<file path="config.mk">
export PLATFORM = sky130hd
export DESIGN_NAME = instr_fetch
export DESIGN_NICKNAME = d
export VERILOG_FILES = /design/src/rtl/instr_fetch.sv
export SDC_FILE = /design/constraint.sdc
export NUM_CORES = 1
export LEC_CHECK = 0
export CELL_PAD_IN_SITES_DETAIL_PLACEMENT = 1
export CELL_PAD_IN_SITES_GLOBAL_PLACEMENT = 1
export CORE_ASPECT_RATIO = 2
export CORE_MARGIN = 1.5
export CORE_UTILIZATION = 47
export DETAILED_ROUTE_END_ITERATION = 6
export GPL_TIMING_DRIVEN = 0
export PLACE_DENSITY = 0.74
export SYNTH_ARGS = -nofsm -noshare
export SYNTH_HDL_FRONTEND = slang
export SYNTH_SLANG_ARGS = --single-unit
</file>
<file path="constraint.sdc">
create_clock -name clk -period 3.7 [get_ports clk]
set_input_delay 0.37 -clock clk [delete_from_list [all_inputs] [get_ports clk]]
set_output_delay 0.37 -clock clk [all_outputs]
set_load 0.02 [all_outputs]
</file>
<file path="src/rtl/instr_fetch.sv">
// instr_fetch: fetch stage in front of the CPU core.
// The byte-wide program ROM is read two bytes per instruction (even byte
// first). Each {opcode1, opcode2} pair and its address go into a small
// prefetch FIFO, and the core takes them with a valid/ready handshake.
// Fetch runs sequentially by +2. A pc_load pulse redirects it.
//
// Ports:
//   clk          clock, all state on posedge
//   reset        asynchronous, active-low reset
//   pc_load      redirect pulse from the core
//   pc_in        redirect target (bit 0 forced to 0)
//   rom_rd       ROM read strobe
//   rom_addr     ROM byte address
//   rom_data     ROM read data, valid one cycle after rom_rd
//   instr_valid  FIFO head holds a complete instruction
//   instr_ready  core accepts the head this cycle
//   opcode1      head byte from the even address
//   opcode2      head byte from the odd address
//   instr_addr   address of opcode1 of the head
//   busy         a ROM read is in flight
module instr_fetch #(
  parameter int         DEPTH      = 2,
  parameter logic [7:0] RESET_ADDR = 8'h00
) (
  input  logic       clk,
  input  logic       reset,
  input  logic       pc_load,
  input  logic [7:0] pc_in,
  output logic       rom_rd,
  output logic [7:0] rom_addr,
  input  logic [7:0] rom_data,
  output logic       instr_valid,
  input  logic       instr_ready,
  output logic [7:0] opcode1,
  output logic [7:0] opcode2,
  output logic [7:0] instr_addr,
  output logic       busy
);

  localparam logic [2:0] DEPTH_W  = 3'(DEPTH);
  localparam logic [1:0] PTR_LAST = 2'(DEPTH - 1);

  typedef enum logic [1:0] {IDLE, RD0, RD1, WAIT} state_t;

  state_t     state_reg, state_next;
  logic [7:0] fptr_reg;
  logic [7:0] hi_byte_reg;
  logic       lo_pending_reg;
  logic [1:0] wr_ptr_reg, rd_ptr_reg;
  logic [2:0] count_reg;

  // The storage is sized for the largest legal DEPTH. Only DEPTH entries are used.
  logic [7:0] mem_hi   [4];
  logic [7:0] mem_lo   [4];
  logic [7:0] mem_addr [4];

  logic       push, pop, inflight, room;
  logic [2:0] count_post_pop;

  function automatic logic [1:0] ptr_inc(input logic [1:0] p);
    return (p == PTR_LAST) ? 2'd0 : p + 2'd1;
  endfunction

  assign instr_valid = (count_reg != 3'd0);
  // A redirect cancels both the completing push and any pop in the same cycle.
  assign push = lo_pending_reg & ~pc_load;
  assign pop  = instr_valid & instr_ready & ~pc_load;

  // An instruction is in flight from RD1 until its push cycle, including the
  // push cycle itself. The FIFO count excludes it until it lands.
  assign inflight       = (state_reg == RD1) | lo_pending_reg;
  assign count_post_pop = count_reg - {2'b00, pop};
  assign room           = (count_post_pop + {2'b00, inflight}) < DEPTH_W;

  assign busy = (state_reg == RD0) | (state_reg == RD1) | lo_pending_reg;

  assign opcode1    = instr_valid ? mem_hi[rd_ptr_reg]   : 8'h00;
  assign opcode2    = instr_valid ? mem_lo[rd_ptr_reg]   : 8'h00;
  assign instr_addr = instr_valid ? mem_addr[rd_ptr_reg] : 8'h00;

  always_comb begin
    state_next = state_reg;
    rom_rd     = 1'b0;
    rom_addr   = 8'h00;
    case (state_reg)
      IDLE: state_next = RD0;
      RD0: begin
        rom_rd = 1'b1;
        // fptr advances at the end of a push cycle. When RD0 overlaps that
        // push, use the already-advanced address.
        rom_addr   = lo_pending_reg ? fptr_reg + 8'd2 : fptr_reg;
        state_next = RD1;
      end
      RD1: begin
        rom_rd     = 1'b1;
        rom_addr   = fptr_reg + 8'd1;
        state_next = room ? RD0 : WAIT;
      end
      WAIT:    state_next = room ? RD0 : WAIT;
      default: state_next = IDLE;
    endcase
    if (pc_load) state_next = RD0;
  end

  always_ff @(posedge clk or negedge reset) begin
    if (!reset) begin
      state_reg      <= IDLE;
      fptr_reg       <= RESET_ADDR;
      hi_byte_reg    <= 8'h00;
      lo_pending_reg <= 1'b0;
      wr_ptr_reg     <= 2'd0;
      rd_ptr_reg     <= 2'd0;
      count_reg      <= 3'd0;
    end else begin
      state_reg <= state_next;
      if (pc_load) begin
        fptr_reg       <= pc_in & 8'hFE;
        hi_byte_reg    <= 8'h00;
        lo_pending_reg <= 1'b0;
        wr_ptr_reg     <= 2'd0;
        rd_ptr_reg     <= 2'd0;
        count_reg      <= 3'd0;
      end else begin
        if (state_reg == RD1) hi_byte_reg <= rom_data;
        lo_pending_reg <= (state_reg == RD1);
        if (lo_pending_reg) fptr_reg <= fptr_reg + 8'd2;
        if (push) wr_ptr_reg <= ptr_inc(wr_ptr_reg);
        if (pop)  rd_ptr_reg <= ptr_inc(rd_ptr_reg);
        count_reg <= count_reg + {2'b00, push} - {2'b00, pop};
      end
    end
  end

  always_ff @(posedge clk) begin
    if (push) begin
      mem_hi[wr_ptr_reg]   <= hi_byte_reg;
      mem_lo[wr_ptr_reg]   <= rom_data;
      mem_addr[wr_ptr_reg] <= fptr_reg;
    end
  end

endmodule

</file>
==> metrics.txt, run 1 <==
first-pass GRT wire length=17,600 um; die area=11,100 um2; critical path class=in2reg; Placeable Area=10,100 um2; initial antenna violation count=0; number of nets in the layout=395; P_leak=2.27 nW; Syn-to-layout area delta=29.1%; Fillers=963; initial drt markers=164; count of different cell masters after synthesis=41; CP required=4.01 ns; die height=148 um; detailed placer's ending HPWL=7450 um; synthesized area per cell=17.3 um2; minimum clock period=3.13 ns; syn nets=314; synth cell count leaders=edfxtp_1, dfrtp_1, and2_1, mux4_2, nor2_1; #FFs+latches synth=117; port bufs=52; H-Tree Depth=4; Mapped Cells=285; sequential fraction of the synthesis area=68.7%; Sequential Power Share=34.1%; Hold Path Class=in2async; clock skew=0.00580 ns; post_cts resized=0; layout cell share with drive strength beyond 1=20.3%; CP endpoint kind=flop; clock power share=37.5%; post-CTS setup buffer count=0; WL/cell=21.3 um; DR vias/cell=5.42; Slew Viols, Final=0; Finished Cell Area=6360 um2; failing checks=hold timing; total grt overflow=0; Rows=52; CTS tree=yes; EDFF count, synth=92; top cell type by total area after synthesis=edfxtp_1; relative slew slack=47.6%; DR vias=2,787; biggest regs=mem_hi (32), mem_lo (32), mem_addr (28); Clock Latency Late Sink=0.41 ns; data arrival time of the critical path=3.44 ns; cell-internal power=3.28 mW; Final Cycle Share=84.7%; Max Root-Sink Buffers=2; switch share=28.3%; post-synthesis async set-or-reset flop share=21.4%; Worst VDD drop=0.000440 V; Slew @ Worst Pin=0.782 ns; fmax=319 MHz; R2R setup slack=1.05 ns; DRC violations left=0; Overall Power=4.58 mW; Synth top area share=56.1%; Top FF cell, synth=edfxtp_1; number of global-route vias before repair=3,219; DRT antenna net count=0; switching power total=1.30 mW; pwr dens=719 nW/um2; crit path launch type=input port; IO Pins=55; TritonRoute pass-1 iters=4; gr usage total=22.6%; WHS=-0.00795 ns; Max Cap Violations=0; status=finished with violations; hold buffer count at CTS=0; Die X=75.4 um; clk slew on worst S/H paths=0.05 ns; CTS buffer count=17; GPL Wtd Cong=0.770; largest net degree at the start of global routing=26; most frequent cell after synthesis=edfxtp_1; detailed-route wire length=10,900 um; synth top area cells=edfxtp_1, dfrtp_1, mux4_2; Starting Density=48.6%; Comb power frac=28.4%; critical path peak fanout=10; Hold Fails Final Rpt=5; CTS Sinks=117; ant diodes=0; dpl cell area=5750 um2; yosys warns=0; unrepaired setup endpoints after global routing=false; Root Driver=clkbuf_16; final setup fails=0; Synth Cell Area=4930 um2
## worst paths after layout
kind | from | to | cells past startpoint
worst min register to register | hi_byte_reg[3]$_DFFE_PN0P_ | mem_hi[3][3]$_DFFE_PP_ | 0
worst max register to register | state_reg[0]$_DFF_PN0_ | state_reg[1]$_DFF_PN0_ | 10
max in group asynchronous | reset | state_reg[0]$_DFF_PN0_ | 1
min in group clk | pc_in[3] | fptr_reg[3]$_DFF_PN0_ | 3
worst min-delay path | reset | fptr_reg[5]$_DFF_PN0_ | 1
worst max-delay path | pc_load | state_reg[1]$_DFF_PN0_ | 9
## power by group through the flow
stage	Clock [mW]	Combinational, mW	Sequential (mW)
finish	1.72	1.30	1.56
global route	1.79	1.41	1.57
CTS	1.74	1.33	1.56
detailed placement	0	1.32	1.58
global placement	0	1.29	1.58
floorplan	0	0.789	1.56
## layer usage
metal | global-route usage [%] | part of all wire [%]
met5 | 0 | 0
met4 | 10.6 | 2.2
met3 | 5.59 | 3.0
met2 | 40.4 | 58
met1 | 23.7 | 37
## cells by family (layout without fill, tap and decap cells)
family | Yosys count | count (layout) | synth area share, %
DFF | 117 | 117 | 68.7
and+or+nand+nor | 72 | 72 | 7.92
other | 1 | 1 | 0.0761
buffers and inverters | 24 | 118 | 2.87
muxes | 36 | 36 | 13.7
xor gates and xnor gates | 8 | 8 | 1.42
adders and majority gates | 9 | 9 | 2.59
AOI/OAI and AO/OA | 18 | 18 | 2.72
## cell type report
| class | count | area [um2] | area share [%] |
|---|---|---|---|
| flip-flops and latches | 117 | 3390 | 53.3 |
| well taps | 135 | 169 | 2.65 |
| clock buffers | 22 | 464 | 7.30 |
| repair buffers | 62 | 628 | 9.87 |
| multi-input cells | 144 | 1420 | 22.3 |
| plain buffers | 15 | 108 | 1.69 |
| inverters | 9 | 33.8 | 0.531 |
| clock inverters | 10 | 153 | 2.40 |
## through the flow
stage	utilization, %	setup WS, ns	setup TNS [ns]	std cells
finish	62.7	0.565	0	514
global route	62.7	0.364	0	514
CTS	62.7	0.577	0	514
detailed placement	56.7	0.155	0	482
global placement	55.4	-1.23	-109.04	472
floorplan	-	0.872	0	285
## layout by cell type (no fill, tap or decap), types with 3 or more instances in the layout
| cell type | instances |
|---|---|
| dfrtp_1 | 25 |
| clkbuf_16 | 17 |
| nor2_1 | 17 |
| buf_2 | 7 |
| ha_1 | 7 |
| and2_1 | 23 |
| mux4_2 | 18 |
| xnor2_1 | 5 |
| nor3_2 | 4 |
| nand2_1 | 4 |
| nand3_1 | 6 |
| inv_1 | 9 |
| clkbuf_1 | 7 |
| clkinv_2 | 5 |
| nor2b_1 | 5 |
| mux2i_1 | 8 |
| nand2b_1 | 5 |
| mux4_1 | 5 |
| clkdlybuf4s50_1 | 51 |
| o21ai_0 | 3 |
| bufinv_16 | 4 |
| xor2_1 | 3 |
| mux2_2 | 5 |
| edfxtp_1 | 92 |
| buf_6 | 9 |
## critical path, cell delays in order
cell             delay (ns)
clkdlybuf4s50_1        0.56
buf_1                  0.47
clkbuf_1               0.61
nor2_1                 0.17
ha_1                   0.32
nand2b_1               0.15
fa_1                   0.38
xnor2_1                0.14
a311oi_1               0.27
Power figures use the tool's default switching activity.
==> run 2: changes to the inputs <==
==> constraint.sdc (replaced) <==
create_clock -name clk -period 2.9 [get_ports clk]
set_input_delay 0.29 -clock clk [delete_from_list [all_inputs] [get_ports clk]]
set_output_delay 0.29 -clock clk [all_outputs]
set_load 0.02 [all_outputs]
==> run 2 against run 1 <==
Net effect: the flow now finishes without violations; clock skew is 0.00077 ns lower; sequential power rose by 28%; critical path type is now reg2out; final area up 0.39%; via count rose by 0.86%; cell count is 0.19% higher; power grew 28%; combinational power is 28% higher; global-route usage unchanged; die area is the same; worst hold slack improved by 0.42 ns; utilization rose by 0.25 points.
==> metrics.txt, run 2 (synthesis results as in run 1) <==
status=finished, final reports clean; WL/cell=21.2 um; final setup fails=0; TritonRoute pass-1 iters=4; DRC violations left=0; CP endpoint kind=output pin; Max Cap Violations=0; most common cell after layout, fill and taps aside=edfxtp_1; first-pass GRT wire length=17,600 um; fmax=359 MHz; layout cell share with drive strength beyond 1=21.6%; critical path peak fanout=9; unrepaired setup endpoints after global routing=false; Clock Latency Late Sink=0.42 ns; Die X=75.4 um; Slew Viols, Final=0; Max stage delay on crit path=0.60 ns; Hold Fails Final Rpt=0; CP max-delay cell=clkdlybuf4s50_1; CTS buffer count=17; post-layout util=62.9%; Rows=52; Placeable Area=10,100 um2; ant diodes=0; Final Cycle Share=96.2%; Fillers=963; clock skew=0.00503 ns; Worst VDD drop=0.000548 V; Starting Density=48.6%; Overall Power=5.85 mW; number of global-route vias before repair=3,216; Hold Path Class=in2reg; IO Pins=55; number of nets in the layout=396; initial antenna violation count=0; biggest regs=mem_hi (32), mem_lo (32), mem_addr (28); GPL Wtd Cong=0.770; gr usage total=22.6%; DRT antenna net count=0; setup tns final=0 ns; multi-input logic area=1430 um2; data arrival time of the critical path=2.50 ns; H-Tree Depth=4; Root Driver=clkbuf_16; DR vias/cell=5.46; port bufs=52; largest net degree at the start of global routing=26; P_leak=2.30 nW; clk slew on worst S/H paths=0.05 ns; Slew @ Worst Pin=0.775 ns; die area=11,100 um2; DR vias=2,811; Max Root-Sink Buffers=2; detailed placer's ending HPWL=7450 um; minimum clock period=2.79 ns; die height=148 um; CTS tree=yes; initial drt markers=160; final worst slack=0.112 ns; detailed-route wire length=10,900 um; cell breakdown of the critical path=ha_1 -> nand4_1 -> xnor2_2 -> a32o_1 -> clkdlybuf4s50_1; total grt overflow=0; register area=3390 um2; crit path launch type=flop; CP required=2.61 ns; relative slew slack=48.1%; most frequent cells in the layout=edfxtp_1, clkdlybuf4s50_1, dfrtp_1; pwr dens=916 nW/um2; CTS Sinks=117; worst slack, placed=-0.565 ns; critical path class=reg2out; Syn-to-layout area delta=29.6%
[run 2: cell types whose count changed in the layout (fill, tap and decap cells not counted), moves of 2 or more]
cell and change:
dlygate4sd2_1 +2, clkdlybuf4s50_1 -2, clkbuf_4 +2, clkbuf_2 +3, buf_2 -2, clkbuf_1 -2
[run 2: repair_timing]
| action | CTS | global route |
|---|---|---|
| gates resized for setup | 3 | 7 |
| cloned | 0 | 0 |
| hold endpoints to repair | 0 | 25 |
| setup endpoints to repair | 4 | 12 |
| hold buffers | 0 | 1 |
| setup buffers | 0 | 0 |
[run 2: metal layers]
metal  vias up  wire (um)  track usage, %
met5         -          0               0
met3        22        335            5.59
met2        69       6290            40.4
met1      1457       4000            23.7
li1       1263          -               -
met4         0        312            10.6
[run 2: metrics by stage]
stage | hold WS, ns | instances | cell area, um2
3_5_place_dp | 0.511 | 482 | 5750
2_1_floorplan | -0.00559 | 285 | 4930
5_1_grt | 0.464 | 515 | 6390
6_report | 0.417 | 515 | 6390
4_1_cts | 0.404 | 514 | 6370
3_3_place_gp | 0.488 | 472 | 5620
[run 2: final cells by class]
class / count / area share [%]
Sequential cell: 117 / 53.1
Multi-Input combinational cell: 144 / 22.3
Timing Repair Buffer: 63 / 9.95
Clock buffer: 22 / 7.27
Tap cell: 135 / 2.64
Clock inverter: 10 / 2.39
Buffer: 15 / 1.82
Inverter: 9 / 0.529
[run 2: worst max-delay path, delay by kind of cell (launching register included)]
| family | cells | cell delay, ns |
|---|---|---|
| buf+inv | 1 | 0.60 |
| flops | 1 | 0.51 |
| simple gates | 1 | 0.30 |
| xor+xnor | 1 | 0.27 |
| fa+ha+maj | 1 | 0.25 |
| compound gates | 1 | 0.16 |
[run 2: worst paths after layout]
kind | startpoint | endpoint | slack (ns) | depth (start not counted)
max | fptr_reg[1]$_DFF_PN0_ | rom_addr[5] | 0.11 | 5
min | pc_in[3] | fptr_reg[3]$_DFF_PN0_ | 0.42 | 3
max reg2reg | state_reg[0]$_DFF_PN0_ | state_reg[1]$_DFF_PN0_ | 0.37 | 10
min reg2reg | hi_byte_reg[3]$_DFFE_PN0P_ | mem_hi[3][3]$_DFFE_PP_ | 0.53 | 0
max in group asynchronous | reset | fptr_reg[2]$_DFF_PN0_ | 1.98 | 2
min in group asynchronous | reset | fptr_reg[5]$_DFF_PN0_ | 0.44 | 2
[run 2: power by group]
part	switching (mW)	internal [mW]	total, mW
clock network	0.723	1.47	2.20
logic	0.852	0.809	1.66
registers	0.0883	1.90	1.99
==> RTL change: new RTL, settings of run 2 <==
Re-encode `state_t` (4 states) as one-hot, 4 bits wide.
--- a/src/rtl/instr_fetch.sv
+++ b/src/rtl/instr_fetch.sv
@@ -40,7 +40,7 @@
   localparam logic [2:0] DEPTH_W  = 3'(DEPTH);
   localparam logic [1:0] PTR_LAST = 2'(DEPTH - 1);
 
-  typedef enum logic [1:0] {IDLE, RD0, RD1, WAIT} state_t;
+  typedef enum logic [3:0] {IDLE = 4'b0001, RD0 = 4'b0010, RD1 = 4'b0100, WAIT = 4'b1000} state_t;
 
   state_t     state_reg, state_next;
   logic [7:0] fptr_reg;
Function: same outputs for any inputs over 10 cycles, from zero or initial values and one cycle with reset low; not proved beyond that.
==> RTL change against run 2 <==
- routed wire length up 6.5%
- power down 6.4%
- global-route usage up 0.50 points
- setup slack worse by 0.012 ns
- cell area about the same
- synthesized area up 1.2%
- non-clock buffer count down 1
- critical path type unchanged
- highest routed layer unchanged
- clock skew up 0.0013 ns
- sequential cell count up 2
==> RTL change: results (changes against run 2) <==
* Result of the run: complete, no violations
- Global Route met2 Usage: 41.7% (+1.2 points)
* Critical path launch point: state_reg[2]
- Register-to-register path setup slack: 0.12 ns (-0.25 ns)
* Met3 routing resource usage after global routing: 5.69% (+0.10 points)
- Actual transition at the worst max-transition pin: 1.30 ns (+0.530 ns)
- The critical path's largest stage delay is 0.68 ns (+0.08 ns).
- The worst register-to-register path begins at state_reg[3].
- The clock skew after layout was 0.00629 ns (+0.00126 ns).
* Detailed-placement wirelength estimate: 7.64 mm (+2.6%)
- Vias after detailed routing: 3016 (+7.3%)
* Placer Congestion: 0.743 (-3.5%)
- The number of nets at the end of the flow is 415 (+4.8%).
* Synth cell count leaders: sky130_fd_sc_hd__edfxtp_1 (92), sky130_fd_sc_hd__nand2_1 (31), sky130_fd_sc_hd__dfrtp_1 (26)
- The fraction of registers with async set or reset after synthesis is 22.7% (+1.3 points).
- The critical path arrival is 2.51 ns (about the same).
* Sum of internal, switching and leakage power: 0.00548 W (-6.4%)
* Overall track demand over capacity in global routing: 23.1% (+0.50 points)
- The maximum number of pins on one net before global-route repair is 28 (+7.7%).
- The cell leakage power was 2.31 nW (+0.35%).
- The largest driver fanout on the critical path was 7 (-2).
- Aggregate routed wire length: 11.6 mm (+6.5%)
* Met1 Resource Use GR: 25.3% (+1.6 points)
- Wire length of the first global-routing pass: 18.1 mm (+2.8%)
- The wire length on met2 came to 6.95 mm (+10%).
- The number of distinct library cell variants in the gate-level netlist after synthesis is 46 (+12%).
* Critical Path Sink: rom_addr[4]
- The power spent charging and discharging nets came to 0.00150 W (-9.8%).
- The worst slack on hold paths was 0.446 ns (+0.0297 ns).
* Met3 wire length: 352 um (+5.1%)
- Synth top area cells: sky130_fd_sc_hd__edfxtp_1 (55%), sky130_fd_sc_hd__dfrtp_1 (13%), sky130_fd_sc_hd__mux4_2 (10%)
- The share of total power in combinational logic is 23.8% (-4.6 points).
* Family of cells with the greatest summed delay on the critical path: simple AND/OR/NAND/NOR gates
- The share of layout cells above drive strength 1 came to 20.3% (-1.3 points).
* Fraction of the yosys area taken by sequential cells: 69.0% (+0.22 points)
- Routed metal-1 wirelength: 4.15 mm (+3.9%)
* Syn_nets: 337 (+7.3%)
-- RTL change: changes by cell type in the layout (fill, tap and decap cells not counted), sizes merged, moves of 5 or more --
cell	delta
nor2	-6
mux2i	-7
o21ai	+12
a21oi	+9
nand2	+27
mux2	-5
ha	-5
nand3	-5
-- RTL change: area by class of cell --
class,count,share of cell area [%]
repair buffers,59,9.05
clock buffers,18,6.72
plain buffers,18,1.72
multi-input cells,169,22.6
inverters,7,0.431
well taps,137,2.68
clock inverters,14,2.86
flip-flops and latches,119,53.9
-- RTL change: cells by family after synthesis --
family          after synthesis  share of synthesized area [%]
compound gates               37                           4.39
xor+xnor                     14                           2.73
fa+ha+maj                     4                           1.30
buf+inv                      25                           2.53
flops                       119                           69.0
mux                          24                           10.6
other cells                   1                         0.0752
simple gates                 89                           9.41
-- RTL change: how the worst min path moves through the flow --
stage | from | end
after global routing | pc_in[2] | fptr_reg[2]
after detailed placement | hi_byte_reg[7] | mem_hi[3][7]
after CTS | pc_in[7] | fptr_reg[7]
final | pc_in[6] | fptr_reg[6]
after global placement | hi_byte_reg[1] | mem_hi[0][1]
after floorplan | reset | count_reg[0]
-- RTL change: per-stage QoR --
step | cells | area [um2] | setup TNS (ns) | setup slack [ns]
2_1_floorplan | 313 | 4990 | -18.09 | -0.393
5_1_grt | 541 | 6390 | 0 | 0.00349
6_report | 541 | 6390 | 0 | 0.0993
3_3_place_gp | 502 | 5680 | -128.81 | -2.85
3_5_place_dp | 508 | 5740 | 0 | 0.0188
4_1_cts | 540 | 6350 | 0 | 0.00349
-- RTL change: what timing repair did --
item,CTS,global route
hold buffers,0,1
pin swaps,0,0
resized for setup,4,14
endpoints found under the hold margin,0,26
endpoints found under the setup margin,6,22
